## src/rtl/icache_dm.sv

```systemverilog
// Direct-mapped instruction cache: single-cycle hits, blocking line refill from
// a memory port that returns WORDS beats in ascending order.
module icache_dm #(
  parameter int ADDR_W = 32,
  parameter int DATA_W = 32,
  parameter int LINES  = 16,
  parameter int WORDS  = 4
) (
  input  logic              clock,
  input  logic              reset,
  input  logic              req_valid,
  input  logic [ADDR_W-1:0] req_addr,
  output logic              req_ready,
  output logic              rsp_valid,
  output logic [DATA_W-1:0] instr,
  input  logic              flush,
  output logic              mem_req_valid,
  output logic [ADDR_W-1:0] mem_req_addr,
  input  logic              mem_req_ready,
  input  logic              mem_rsp_valid,
  input  logic [DATA_W-1:0] mem_rsp_data
);
  localparam int OFF_W = $clog2(WORDS);
  localparam int IDX_W = $clog2(LINES);
  localparam int TAG_W = ADDR_W - 2 - IDX_W - OFF_W;

  typedef struct packed {
    logic [TAG_W-1:0] tag;
    logic [IDX_W-1:0] idx;
    logic [OFF_W-1:0] off;
  } faddr_t;

  localparam logic [1:0] IDLE = 2'd0;
  localparam logic [1:0] REQ  = 2'd1;
  localparam logic [1:0] FILL = 2'd2;
  localparam logic [1:0] RESP = 2'd3;

  logic [1:0]        state;
  faddr_t            ia, ra;
  logic [OFF_W-1:0]  k;
  logic              flush_pend, hit_q;
  logic [LINES-1:0]  valid;
  logic [TAG_W-1:0]  tag_mem  [LINES];
  logic [DATA_W-1:0] data_mem [LINES*WORDS];

  logic accept, hit, beat, last, unused_bits;

  // Byte-select bits never reach the arrays.
  assign ia          = faddr_t'(req_addr[ADDR_W-1:2]);
  assign unused_bits = ^req_addr[1:0];

  assign req_ready = (state == IDLE) && !flush;
  assign accept    = req_valid && req_ready;
  assign hit       = valid[ia.idx] && (tag_mem[ia.idx] == ia.tag);
  assign beat      = (state == FILL) && mem_rsp_valid;
  assign last      = (k == OFF_W'(WORDS-1));

  // The array is never written while a hit response is pending, so one read
  // port on the registered address serves both hit and refill responses.
  assign rsp_valid     = hit_q || (state == RESP);
  assign instr         = data_mem[{ra.idx, ra.off}];
  assign mem_req_valid = (state == REQ);
  assign mem_req_addr  = mem_req_valid ? {ra.tag, ra.idx, {(OFF_W+2){1'b0}}} : '0;

  always_ff @(posedge clock) begin
    if (reset) begin
      state      <= IDLE;
      valid      <= '0;
      k          <= '0;
      flush_pend <= 1'b0;
      hit_q      <= 1'b0;
      ra         <= '0;
    end else begin
      hit_q <= accept && hit;
      case (state)
        IDLE: begin
          if (flush) valid <= '0;
          else if (accept) begin
            ra <= ia;
            if (!hit) state <= REQ;
          end
        end
        REQ: begin
          if (flush) flush_pend <= 1'b1;
          k <= '0;
          if (mem_req_ready) state <= FILL;
        end
        FILL: begin
          if (flush) flush_pend <= 1'b1;
          if (beat) begin
            k <= k + 1'b1;
            if (last) begin
              state <= RESP;
              if (!(flush_pend || flush)) valid[ra.idx] <= 1'b1;
            end
          end
        end
        RESP: begin
          // A flush seen during the refill takes effect only once the response is out.
          state <= IDLE;
          if (flush_pend || flush) valid <= '0;
          flush_pend <= 1'b0;
        end
        default: state <= IDLE;
      endcase
    end
  end

  always_ff @(posedge clock) begin
    if (!reset && beat) begin
      data_mem[{ra.idx, k}] <= mem_rsp_data;
      if (last) tag_mem[ra.idx] <= ra.tag;
    end
  end
endmodule

```

## config.mk

```make
export PLATFORM = sky130hd
export DESIGN_NAME = icache_dm
export DESIGN_NICKNAME = d
export VERILOG_FILES = /design/src/rtl/icache_dm.sv
export SDC_FILE = /design/constraint.sdc
export NUM_CORES = 2
export LEC_CHECK = 0
export BUFFER_PORTS_ARGS = -buffer_cell sky130_fd_sc_hd__buf_2
export CORE_MARGIN = 2
export CORE_UTILIZATION = 55
export CTS_BUF_LIST = sky130_fd_sc_hd__clkbuf_8
export DETAILED_ROUTE_END_ITERATION = 6
export PLACE_DENSITY_LB_ADDON = 0.1
export SETUP_SLACK_MARGIN = 0.15
export SLEW_MARGIN = 20
export SYNTH_ARGS = -nofsm -noshare
export SYNTH_HDL_FRONTEND = slang
export SYNTH_SLANG_ARGS = --single-unit
```

## constraint.sdc

```tcl
create_clock -name clock -period 6.95 [get_ports clock]
set_clock_uncertainty 0.1 [all_clocks]
set_input_delay 0.695 -clock clock [delete_from_list [all_inputs] [get_ports clock]]
set_output_delay 0.695 -clock clock [all_outputs]
set_load 0.005 [all_outputs]
```

==> summary.txt <==
Global routing
  – Total gr overflow: 0
  – Initial antenna violation count: 16
  – Tot GR Track Use: 0.272
  – First-pass GRT wire length: 334000 um
  – Largest net degree at the start of global routing: 98
  – Vias in the first global route: 45307

Layout
  – Multi-input gate area: 20800 um2
  – Fin area: 107000 um2
  – Final Core Density: 0.624
  – Ratio of cells with drive above 1 in the final layout: 0.333
  – Sequential cell area: 74200 um2
  – Commonest non-fill, non-tap cell in the layout: edfxtp_1
  – Area Growth Syn to Fin: 12.4%
  – Most frequent cells in the layout: edfxtp_1 (2432), mux4_2 (727), clkbuf_8 (423)
  – Fillcell total: 11807
  – Final net count: 4548

Die
  – Row cnt: 152
  – Die area: 177000 um2
  – # IOs: 137
  – Core Region: 172000 um2
  – DIE WIDTH: 421 um
  – Die Ht: 421 um
  – Initial Utilization: 0.555

Yosys
  – Post-synth ARST share: 0
  – Seq/Total Area, Yosys: 0.777
  – Post-Syn Area: 95400 um2
  – Most used DFF post-synth: edfxtp_1
  – Largest area contributor in the netlist: edfxtp_1
  – Synth top area cells: edfxtp_1 (77%), mux4_2 (17%), dfxtp_1 (1.2%)
  – Yosys cell types: 62
  – Number of flops mapped to enable cells by yosys: 2432
  – Synth warnings: 0
  – Mapped Cells: 3984
  – Register bit count reported by yosys: 2490
  – Post-synth top area share: 0.765
  – Mapped Avg Cell Area: 24.0 um2

CTS
  – CTS resizes: 0
  – Number of clock sinks: 2490
  – Maximum root-to-sink buffer count: 4
  – Clock slew at reported path FFs: 60 ps
  – CTS Buf Count: 404
  – Postcts setup bufs: 0
  – CTS tree: yes
  – H-tree level count: 5
  – Clk_lat worst skew: 1050 ps
  – CTS Hold Bufs: 31
  – Clock Root Buffer: clkbuf_8

Drt
  – 1st-pass router iterations: 6
  – WL/cell: 33.4 um
  – DR vias: 44756
  – Post-DRT Antenna Nets: 0
  – Vias/cell: 6.33
  – Total wire length: 236000 um
  – DRC Markers: 0
  – Drt initial violations: 5387

Worst setup path
  – Worst Setup End Kind: primary output
  – Critical Path RT: 6150 ps
  – Arrival time worst endpoint: 4580 ps
  – Worst Path Class, Setup: reg -> out
  – Worst setup SP type: register
  – Crit Path Max Fanout: 57

STA
  – Fmax: 0.186 GHz
  – Crit path time final: 5380 ps
  – Setup Viol. Count Final: 0
  – Worst Max-Slew Pin Slew: 1160 ps
  – Final setup TNS: 0 ps
  – Final hold viol count: 0
  – Fin. max-slew vios: 0
  – Final period utilization: 0.774
  – RSZ-0062 raised after global routing: false
  – Slew margin rel.: 0.222

Run
  – Max Cap Viol: 0

Pwr
  – Max VDD drop: 238 uV
  – Overall power: 30.6 mW
  – Cell area power density: 285 nW/um2
  – Static leakage: 33.3 nW

Placement
  – Post-DP Area: 99800 um2
  – Detailed Place HPWL: 126000 um
  – Routability Congestion: 0.766
  – IO buf count: 130

Min path
  – HP Class: in -> reg

Run status
  – Status: completed
==> critical path: stages, from the launching register on <==
cell and delay, ps:
dfxtp_4 800, buf_12 460, buf_4 330, mux4_2 520, mux4_2 530, mux4_2 640, buf_2 190
==> path summary, 6_finish.rpt <==
kind	startpoint	endpoint	slack, ps	cells after the start
worst max-delay path	register	instr[14]	1570	6
worst min-delay path	mem_rsp_data[25]	data_mem[29][25]	60	1
worst max register to register	state[0]	data_mem[31][7]	2730	8
worst min register to register	ra[0]	register	350	2
==> synth_stat cells, types with 12 or more instances <==
master and number:
edfxtp_1 2432, mux4_2 727, nor2_1 114, clkbuf_1 106, nand2_1 80, mux2i_1 77, buf_1 63, a21oi_1 58
dfxtp_1 58, and2_1 33, mux4_1 17, mux2_2 16, buf_2 15, xor2_1 15, a22oi_1 14, xnor2_1 14
nor2b_1 12
==> where the power goes <==
| part | switching, mW | internal (mW) | leakage (nW) | total, mW |
|---|---|---|---|---|
| logic | 1.44 | 1.14 | 6.77 | 2.58 |
| registers | 0.139 | 16.6 | 22.4 | 16.7 |
| clock network | 5.54 | 5.73 | 4.10 | 11.3 |
==> flip-flops by register name, indices dropped and copies added (netlist names), named ones only <==
signal,flops
data_mem,2048
tag_mem,384
ra,30
valid,16
k,2
state,2
flush_pend,1
hit_q,1
==> cell type report <==
class / count / area share
clock buffers: 423 / 0.0543
inverters: 8 / 0.000292
well taps: 2310 / 0.0269
repair buffers: 293 / 0.0215
multi-input cells: 1276 / 0.194
diodes: 7 / 0.000163
clock inverters: 269 / 0.0112
flip-flops and latches: 2490 / 0.692
==> stage by stage <==
| step | worst slack [ps] | hold WS, ps | cells |
|---|---|---|---|
| finish | 1570 | 60.0 | 7076 |
| global route | 1340 | 24.5 | 7073 |
| CTS | 1370 | 4.78 | 7065 |
| detailed placement | 2380 | 342 | 6342 |
| global placement | 2370 | 339 | 6341 |
| floorplan | 3430 | 331 | 3987 |
==> cells by family after synthesis <==
logic type,count (synthesis),share of synthesized area
xor+xnor,31,0.00300
mux,839,0.186
other cells,1,0.0000393
compound gates,113,0.00732
buf+inv,221,0.0113
fa+ha+maj,5,0.000655
simple gates,284,0.0139
flops,2490,0.777
==> routing by layer <==
metal,vias to the layer above,share of wire,track usage
met2,1910,0.49,0.426
li1,18094,-,-
met4,2,0.032,0.0969
met5,-,0.000055,0
met3,380,0.072,0.0470
met1,24370,0.41,0.392
(Power assumes the default switching activity.)
